### config.mk
export PLATFORM = sky130hd
export DESIGN_NAME = weight_mult_array
export DESIGN_NICKNAME = d
export VERILOG_FILES = /design/src/rtl/weight_mult_array.sv
export SDC_FILE = /design/constraint.sdc
export NUM_CORES = 1
export LEC_CHECK = 0
export ABC_AREA = 1
export BUFFER_PORTS_ARGS = -buffer_cell sky130_fd_sc_hd__buf_4
export CORE_MARGIN = 5
export CORE_UTILIZATION = 55
export DETAILED_ROUTE_END_ITERATION = 16
export GPL_TIMING_DRIVEN = 0
export PLACE_DENSITY = 0.78
export SETUP_SLACK_MARGIN = 0.1
export SYNTH_ARGS = -nofsm -noshare
export SYNTH_HDL_FRONTEND = slang
export SYNTH_SLANG_ARGS = --single-unit
### constraint.sdc
create_clock -name clk -period 2.4 [get_ports clk]
set_input_delay 0.48 -clock clk [delete_from_list [all_inputs] [get_ports clk]]
set_output_delay 0.48 -clock clk [all_outputs]
set_load 0.02 [all_outputs]
### src/rtl/weight_mult_array.sv
`default_nettype none
// ============================================================================
// Module      : weight_mult_array
// Description : Latches one window of pixel/weight pairs on a start pulse and
//               forms one product per clock on a shared multiplier, then
//               presents the packed product vector with a one-cycle done pulse.
// Revision    : 1.0 - initial release
// ============================================================================
module weight_mult_array #(
  parameter int KERNEL_SIZE  = 3,
  parameter int DATA_WIDTH   = 8,
  parameter int WEIGHT_WIDTH = 1
) (
  input  logic                                              clk,
  input  logic                                              rstn,
  input  logic                                              mult_en,
  input  logic [DATA_WIDTH*KERNEL_SIZE-1:0]                 mult_dataIn,
  input  logic [WEIGHT_WIDTH*KERNEL_SIZE-1:0]               mult_weightIn,
  output logic                                              mult_busy,
  output logic [(DATA_WIDTH+WEIGHT_WIDTH)*KERNEL_SIZE-1:0]  mult_dataOut,
  output logic                                              mult_done
);

  localparam int RESULT_WIDTH = DATA_WIDTH + WEIGHT_WIDTH;
  localparam int IDX_W        = (KERNEL_SIZE > 1) ? $clog2(KERNEL_SIZE) : 1;
  localparam logic [IDX_W-1:0] c_LAST_IDX = IDX_W'(KERNEL_SIZE - 1);

  typedef enum logic [1:0] {
    IDLE = 2'd0,
    MULT = 2'd1,
    DONE = 2'd2
  } state_t;

  state_t                                    r_state;
  logic [IDX_W-1:0]                          r_idx;
  logic [DATA_WIDTH*KERNEL_SIZE-1:0]         r_data;
  logic [WEIGHT_WIDTH*KERNEL_SIZE-1:0]       r_weight;
  logic [RESULT_WIDTH*KERNEL_SIZE-1:0]       r_shadow;

  logic [DATA_WIDTH-1:0]                     w_data_sel;
  logic [WEIGHT_WIDTH-1:0]                   w_weight_sel;
  logic [RESULT_WIDTH-1:0]                   w_product;
  logic [RESULT_WIDTH*KERNEL_SIZE-1:0]       w_shadow_next;

  assign w_data_sel   = r_data[r_idx*DATA_WIDTH +: DATA_WIDTH];
  assign w_weight_sel = r_weight[r_idx*WEIGHT_WIDTH +: WEIGHT_WIDTH];
  // Operands are widened first so the full product is kept.
  assign w_product    = RESULT_WIDTH'(w_data_sel) * RESULT_WIDTH'(w_weight_sel);

  // Shadow with the current slot merged, so the last product can be published
  // on the same edge it is computed.
  always_comb begin
    w_shadow_next = r_shadow;
    w_shadow_next[r_idx*RESULT_WIDTH +: RESULT_WIDTH] = w_product;
  end

  always_ff @(posedge clk or negedge rstn) begin
    if (!rstn) begin
      r_state      <= IDLE;
      r_idx        <= '0;
      r_data       <= '0;
      r_weight     <= '0;
      r_shadow     <= '0;
      mult_dataOut <= '0;
      mult_done    <= 1'b0;
      mult_busy    <= 1'b0;
    end else begin
      case (r_state)
        IDLE: begin
          mult_done <= 1'b0;
          if (mult_en) begin
            r_data    <= mult_dataIn;
            r_weight  <= mult_weightIn;
            r_idx     <= '0;
            mult_busy <= 1'b1;
            r_state   <= MULT;
          end
        end
        MULT: begin
          r_shadow <= w_shadow_next;
          if (r_idx == c_LAST_IDX) begin
            mult_dataOut <= w_shadow_next;
            mult_done    <= 1'b1;
            r_state      <= DONE;
          end else begin
            r_idx <= r_idx + IDX_W'(1);
          end
        end
        DONE: begin
          mult_done <= 1'b0;
          mult_busy <= 1'b0;
          r_state   <= IDLE;
        end
        default: begin
          mult_done <= 1'b0;
          mult_busy <= 1'b0;
          r_state   <= IDLE;
        end
      endcase
    end
  end

endmodule
`default_nettype wire
[Word level (Yosys, flattened, before mapping)]
Index checks and enable logic that the tools add are counted.
Cells by class
  bitwise logic cells: 1
  multipliers: 2
  add/sub/neg operators: 2
  eq/ne operators: 5
  reduce and logical (&&, ||, !) cells: 7
  multiplexer cells: 11
  shifts and indexed selects: 4
Operators by type and width (count)
  $neg A6 Y34: 1
  $shift A9 B34 Y27 const A: 1
  $shiftx A9 B34 Y27: 1
  $bwmux W27: 1
  $shiftx A24 B6 Y8: 1
  $mul A8 B1 Y9: 1
  $mux W2: 4
  $pmux W2 S2: 2
  $reduce_and A2 Y1: 4
  $mul A2 B4 Y6 const B: 1
  $ne A2 B2 Y1 const B: 3
  $mux W1: 3
  $reduce_and A3 Y1: 1
  $shiftx A3 B3 Y1: 1
  $add A2 B1 Y2 const B: 1
  $eq A2 B1 Y1 const B: 1
  $eq A2 B2 Y1 const B: 1
  $logic_not A2 Y1: 1
  $pmux W1 S2: 1
  $reduce_bool A2 Y1: 1
  $not A1 Y1: 1
Word-level totals
  input port bits: 30
  register bits: 87
  output and inout bits: 29

[Depth between registers and ports, before layout]
Gate-level depths: netlist of the first run.
  depth in word-level cells: 4
  gate-level depth with buffers: 10
  mapped depth without buffers: 8

[Least setup slack after synthesis of the first run]
OpenSTA, ideal clock, no wires.
  path kind: reg2reg
  from: register r_idx[0]
  to: register mult_dataOut[16]
  path buffers: 4
  period minus slack after synthesis: 1.713 ns
  stages on the path, launching flop included: 10
  arrival: 1.635 ns
  path slack: 0.687 ns
  cell sequence: dfrtp_1 buf_6 inv_2 buf_6 ha_1 buf_4 inv_2 buf_1 nand4_1 a21oi_1
On the way
  longest elaborated chain between the ends: 4
  elaborated cells on any way between the ends: 10
Ends and longest elaborated chain
  start: declaration: RTL line 35  | logic [IDX_W-1:0] r_idx;
  start signal: assignment: RTL line 86  | r_idx <= r_idx + IDX_W'(1);
  $shiftx A24 B6 Y8 (tied with other cells): RTL line 45  | assign w_data_sel = r_data[r_idx*DATA_WIDTH +: DATA_WIDTH];
  $mul A8 B1 Y9 or $neg A6 Y34 (tied branches): RTL line 48, 54
  $shiftx A9 B34 Y27 or $shift A9 B34 Y27 (tied branches): RTL line 54  | w_shadow_next[r_idx*RESULT_WIDTH +: RESULT_WIDTH] = w_product;
  $bwmux W27: RTL line 54
  end signal: assignment: RTL line 82  | mult_dataOut <= w_shadow_next;
  end: declaration: RTL line 20  | output logic [(DATA_WIDTH+WEIGHT_WIDTH)*KERNEL_SIZE-1:0] mult_dataOut,
Several ways; a longest one is shown, not always the timed one.
A chain may end at the register's enable or synchronous reset.

[Worst setup path in the final report of the first run]
  from: register r_idx[1]
  to: register mult_dataOut[0]
Same word-level chain as after synthesis.

==> results of run 1 <==
## path summary, 6_finish.rpt
kind / endpoint / slack (ns) / cells after the start
worst max-delay path: mult_dataOut[0] / 0.33 / 8
worst max register to register: mult_dataOut[0] / 0.33 / 8
worst min register to register: mult_dataOut[26] / 0.48 / 2
max in group asynchronous: r_shadow[6] / 1.52 / 1
min in group clk: r_data[19] / 0.36 / 2
worst min-delay path: mult_dataOut[13] / 0.28 / 1
## worst register-to-register path: stages (launching register included)
cell	delay, ns
dfrtp_1	0.40
inv_1	0.13
buf_2	0.25
ha_1	0.20
buf_4	0.17
inv_2	0.10
nor3_2	0.40
nand3_1	0.20
a2bb2oi_1	0.16
## kinds of logic (layout without fill, tap and decap cells)
kind of cell             Yosys count  count (layout)
multiplexers                       9               9
flip-flops                        78              78
AND/OR/NAND/NOR                  167             167
buffers and inverters             62             134
adder cells (fa/ha/maj)            3               3
AO/OA/AOI/OAI                     71              71
## sequential cells by signal, indices dropped and copies added (netlist names)
| register | flops |
|---|---|
| mult_dataOut | 27 |
| mult_busy | 1 |
| r_weight | 3 |
| r_shadow | 18 |
| r_idx | 2 |
| r_state | 2 |
| mult_done | 1 |
| r_data | 24 |
## layout by cell type, fill, tap and decap left out, drive strengths merged
cell type   n
dfrtp      78
a2bb2oi     8
nand4       8
o22ai       1
clkinvlp    1
nor2       33
clkbuf     17
nand2      89
nand3      26
nor3        3
o21ai      20
a21oi      42
or2         8
buf        77
ha          3
mux2        9
inv        39
## power by group through the flow
stage / clock network, uW / logic [uW] / registers [uW]
global placement: 0 / 2720 / 2050
CTS: 855 / 2790 / 2050
global route: 903 / 3130 / 2110
floorplan: 0 / 1750 / 2220
finish: 833 / 2790 / 2050
detailed placement: 0 / 2780 / 2070
## metal layers
layer	global-route usage (%)	part of all wire, %
met5	0	0
met4	10.67	2.7
met2	30.85	46
met1	28.75	45
met3	4.591	6.1
## through the flow
stage	power [uW]	area [um2]	cells	worst slack, ns
3_5_place_dp	4852	4043	525	0.3651
5_1_grt	6141	4199	539	0.1142
2_1_floorplan	3974	3511	390	0.6874
4_1_cts	5698	4199	539	0.3351
3_3_place_gp	4767	4043	525	0.4376
6_report	5670	4199	539	0.3343
## cell type report
cell class | instances | area share, %
Multi-Input combinational cell | 250 | 30.36
Clock buffer | 13 | 3.546
Tap cell | 77 | 2.294
Inverter | 39 | 3.486
Clock inverter | 1 | 0.1788
Timing Repair Buffer | 58 | 10.37
Sequential cell | 78 | 46.48
Buffer | 23 | 3.278
==> reports/qor.yml, run 1 <==
vias_per_cell: 5.243
gr-total-overflow: 0
startpoint_type: "register"
synth_edf_count: 0
synth_compound_area_share_pct: 11.01
nets: 492
synth_top_family_by_area: "simple AND/OR/NAND/NOR gates"
finalMaxSlewViolations: 0
cts_root_buf: "clkbuf_8"
synthMuxAreaShare_pct: 2.887
cts_setup_buffers: 0
power_frac_seq_pct: 36.1
p_int_uw: 3251
ys_seq_elements: 78
rsz0062_at_grt: "no"
period_share_pct: 86.07
synth-main-ff-cell: "dfrtp_1"
grt_pass1_wl_mm: 13.65
cap_viol_max_count: 0
cts_tree: "yes"
path_cells: "inv_1 -> buf_2 -> ha_1 -> buf_4 -> inv_2 -> nor3_2 -> nand3_1 -> a2bb2oi_1"
r2r-start: "r_idx[1]"
worst_pin_slew_ns: 0.9442
synth_xor_area_share_pct: 0
core_area_um2: 6277
postRouteAntennaNets: 0
synth.top_cell.area_share_pct: 55.60
area_delta_synth_final_pct: 19.60
avgSynthCellArea_um2: 9.002
multi_input_area_um2: 1275
antenna_found_initial: 0
clkLatencyLatePin_ns: 0.35
path_class: "register to register"
crit_path_end_kind: "register"
first_pass_iters: 4
fmax_ghz: 0.4841
yosys_warnings: 0
cts_sinks: 78
initial_core_util_pct: 55.93
ctsHtreeMaxLevel: 3
ys_top_cells_by_area: "dfrtp_1 (56%), nand2_1 (9.2%), a21oi_1 (6.0%)"
grt_max_degree: 79
numPortBuffers: 58
power_density_nw_per_um2: 1350
fp.dieArea_um2: 8081
combPwrFrac_pct: 49.2
ys_seq_area_share_pct: 55.60
startpoint: "r_idx[1]"
synth_fa_ha_area_share_pct: 1.069
grt_pass1_vias: 2882
status: "completed"
die_y_um: 89.90
crit_path_top_delay_cell: "dfrtp_1"
fp-row-count: 29
dp_hpwl_mm: 5.604
path_clk_slew_ns: 0.07
postLayoutCoreUtil_pct: 66.89
regArea_um2: 1952
slew_headroom_pct: 37.05
async_flop_share_pct: 100.0
crit_buf_inv: 4
num-fill-cells: 528
wl_per_cell_um: 14.54
finClkSkew_ns: 0.008778
syn-cell-area_um2: 3511
cp.arrival_ns: 2.34
irDropWorstVdd_uv: 653.3
p_switching_uw: 2419
hold_class: "input port to async pin"
clk_path_buf_depth: 2
critPathMaxStageDelay_ns: 0.40
drive_gt1_share_pct: 25.11
fin_tns_setup_ns: 0
die_width_um: 89.90
synth.distinct_cells: 27
p_sw_share_pct: 42.67
p_leak_uw: 0.002172
ys_top_cells_by_count: "nand2_1 (86), dfrtp_1 (78), a21oi_1 (42), inv_1 (35), nor2_1 (30)"
syn_inst: 390
p_clk_share_pct: 14.7
diodes: 0
critPathRequiredTime_ns: 2.67
path_delay_family: "buffers and inverters"
grt_usage_pct: 20.81
post-route-min-period_ns: 2.066
ctsResizeCount: 0
finalSetupViolations: 0
cts_made_buffers: 9
hold_buffers: 0
whs_ns: 0.2762
io_pins: 59
hold_viol: 0
drc: 0
netlist.top_cell.by_area: "dfrtp_1"
vias: 2826
globalplace.congestion: 0.8180
cp_max_fo: 11
synth-simple-area-share_pct: 21.35
drtIter0Drc: 237
synth.most_common_cell: "nand2_1"
wirelength_mm: 7.839
synth_nets: 423
Power figures use the tool's default switching activity.
==> run 2: changes to the inputs <==
--- a/config.mk
+++ b/config.mk
@@ -5,14 +5,15 @@
 export SDC_FILE = /design/constraint.sdc
 export NUM_CORES = 1
 export LEC_CHECK = 0
-export ABC_AREA = 1
 export BUFFER_PORTS_ARGS = -buffer_cell sky130_fd_sc_hd__buf_4
 export CORE_MARGIN = 5
 export CORE_UTILIZATION = 55
+export CTS_CLUSTER_SIZE = 28
 export DETAILED_ROUTE_END_ITERATION = 16
 export GPL_TIMING_DRIVEN = 0
-export PLACE_DENSITY = 0.78
+export PLACE_DENSITY = 0.79
 export SETUP_SLACK_MARGIN = 0.1
 export SYNTH_ARGS = -nofsm -noshare
 export SYNTH_HDL_FRONTEND = slang
 export SYNTH_SLANG_ARGS = --single-unit
+export TNS_END_PERCENT = 50
==> reports/qor.yml, run 2 <==
dp_hpwl_mm: 5.405
crit_path_top_delay_cell: "dfrtp_1"
rsz0062_at_grt: "yes"
synth_compound_area_share_pct: 12.27
worst_pin_slew_ns: 0.9564
ys_top_cells_by_area: "dfrtp_1 (57%), mux2_2 (12%), nand2_1 (2.4%)"
postRouteAntennaNets: 0
path_clk_slew_ns: 0.07
clk_path_buf_depth: 2
p_int_uw: 3577
die_y_um: 88.58
ctsResizeCount: 0
drc: 0
vias_per_cell: 5.720
drtIter0Drc: 182
largest_reg_flops: 27
ctsHtreeMaxLevel: 3
globalplace.congestion: 0.8421
area_delta_synth_final_pct: 21.70
wirelength_mm: 7.476
hold_class: "input port to async pin"
nets: 382
cap_viol_max_count: 0
power_frac_seq_pct: 37.3
avgSynthCellArea_um2: 12.13
synth_xor_area_share_pct: 0
finClkSkew_ns: 0.01207
mostFrequentLayoutCells: "dfrtp_1 (78), buf_4 (63), mux2_2 (36)"
cp_max_fo: 10
multi_input_area_um2: 1297
path_cells: "clkinvlp_4 -> ha_1 -> nor2_1 -> buf_4 -> nand4_1 -> a31oi_1"
die_width_um: 88.58
max_flop_register: "mult_dataOut"
post-route-min-period_ns: 2.270
cts_setup_buffers: 0
grt_usage_pct: 20.97
initial_core_util_pct: 57.02
gr-total-overflow: 0
reg_top3: "mult_dataOut (27), r_data (24), r_shadow (18)"
async_flop_share_pct: 100.0
slew_headroom_pct: 36.24
cts_sinks: 78
path_class: "register to register"
path_delay_family: "buffers and inverters"
hold_buffers: 0
synth_nets: 313
critPathRequiredTime_ns: 2.66
cts_made_buffers: 9
io_pins: 59
synthMuxAreaShare_pct: 12.38
ys_seq_elements: 78
crit_buf_inv: 2
period_share_pct: 94.58
grt_max_degree: 79
final_common_cell: "dfrtp_1"
synth_top_family_by_area: "simple AND/OR/NAND/NOR gates"
synth.distinct_cells: 36
netlist.top_cell.by_area: "dfrtp_1"
fin_tns_setup_ns: 0
first_pass_iters: 4
crit_path_end_kind: "register"
fp.dieArea_um2: 7846
p_switching_uw: 2295
startpoint_type: "register"
num-fill-cells: 442
p_clk_share_pct: 17.4
syn-cell-area_um2: 3396
fp-row-count: 28
wl_per_cell_um: 17.47
p_leak_uw: 0.001855
status: "completed"
syn_inst: 280
diodes: 0
vias: 2448
ys_seq_area_share_pct: 57.48
power_density_nw_per_um2: 1421
drive_gt1_share_pct: 37.96
cp.arrival_ns: 2.53
critPathMaxStageDelay_ns: 0.52
hold_viol: 0
finalMaxSlewViolations: 0
combPwrFrac_pct: 45.3
postLayoutCoreUtil_pct: 69.39
synth-simple-area-share_pct: 12.45
irDropWorstVdd_uv: 782.4
ys_top_cells_by_count: "dfrtp_1 (78), mux2_2 (36), nand2_1 (22), nor2_1 (18), o21ai_0 (15)"
finalSetupViolations: 0
synth.most_common_cell: "dfrtp_1"
cts_root_buf: "clkbuf_8"
synth_edf_count: 0
grt_pass1_wl_mm: 12.32
synth_fa_ha_area_share_pct: 1.105
synth-main-ff-cell: "dfrtp_1"
regArea_um2: 1952
core_area_um2: 5956
synth.top_cell.area_share_pct: 57.48
antenna_found_initial: 0
cts_tree: "yes"
clkLatencyLatePin_ns: 0.34
numPortBuffers: 58
yosys_warnings: 0
p_sw_share_pct: 39.08
fmax_ghz: 0.4406
grt_pass1_vias: 2384
[run 2: changes by cell type after synthesis, moves of 15 or more]
cell / previous run / this run
nand2_1: 86 / 22
nand3_1: 26 / 9
mux2_2: 9 / 36
a21oi_1: 42 / 8
inv_1: 35 / 3
o21ai_1: 16 / 1
[run 2: through the flow]
step	worst slack (ns)	power [uW]	hold WS (ns)	instances	instance area, um2
floorplan	0.5414	3935	0.1844	280	3396
CTS	0.1404	5866	0.3303	428	4128
detailed placement	0.1625	4848	0.4574	413	3925
global route	0.01116	6228	0.3625	428	4133
finish	0.1302	5872	0.2885	428	4133
global placement	0.2017	4743	0.4552	413	3925
[run 2: logic make-up (layout without fill, tap and decap cells)]
group	count (synthesis)	count (layout)
flip-flops	78	78
buffers and inverters	24	97
adder cells (fa/ha/maj)	3	3
AO/OA/AOI/OAI	59	59
multiplexers	37	37
AND/OR/NAND/NOR	79	79
[run 2: power groups by stage]
stage / Combinational (uW) / Clock, uW / Sequential, uW
5_1_grt: 2880 / 1090 / 2260
6_report: 2660 / 1020 / 2190
4_1_cts: 2650 / 1030 / 2180
3_5_place_dp: 2640 / 0 / 2200
2_1_floorplan: 1580 / 0 / 2350
3_3_place_gp: 2580 / 0 / 2170
[run 2: final timing paths]
check	startpoint	depth (start not counted)	end	slack, ns
max reg2reg	r_idx[0]	6	mult_dataOut[6]	0.13
min	rstn	1	r_data[1]	0.29
max in group asynchronous	rstn	1	mult_dataOut[17]	1.50
max	r_idx[0]	6	mult_dataOut[6]	0.13
min reg2reg	mult_dataOut[8]	2	mult_dataOut[8]	0.47
min in group clk	mult_dataIn[11]	2	r_data[11]	0.37
[run 2: layer usage]
metal,part of all wire [%],up-vias,global-route usage [%]
met5,0,-,0
met4,2.1,0,8.791
met3,4.5,13,2.793
met2,48,71,31.75
met1,46,1214,30.59
li1,-,1150,-
[run 2: layout make-up]
cell class / count / area share (%)
Buffer: 18 / 3.028
Timing Repair Buffer: 58 / 10.54
Clock inverter: 5 / 1.817
Sequential cell: 78 / 47.23
Clock buffer: 10 / 3.088
Tap cell: 75 / 2.271
Multi-Input combinational cell: 178 / 31.40
Inverter: 6 / 0.6358
[run 2: worst register-to-register path, delay by kind of cell, from the launching register on]
family          cells  cell delay [ns]
buf+inv             2             0.56
fa+ha+maj           1             0.42
flops               1             0.52
simple gates        2             0.51
compound gates      1             0.18
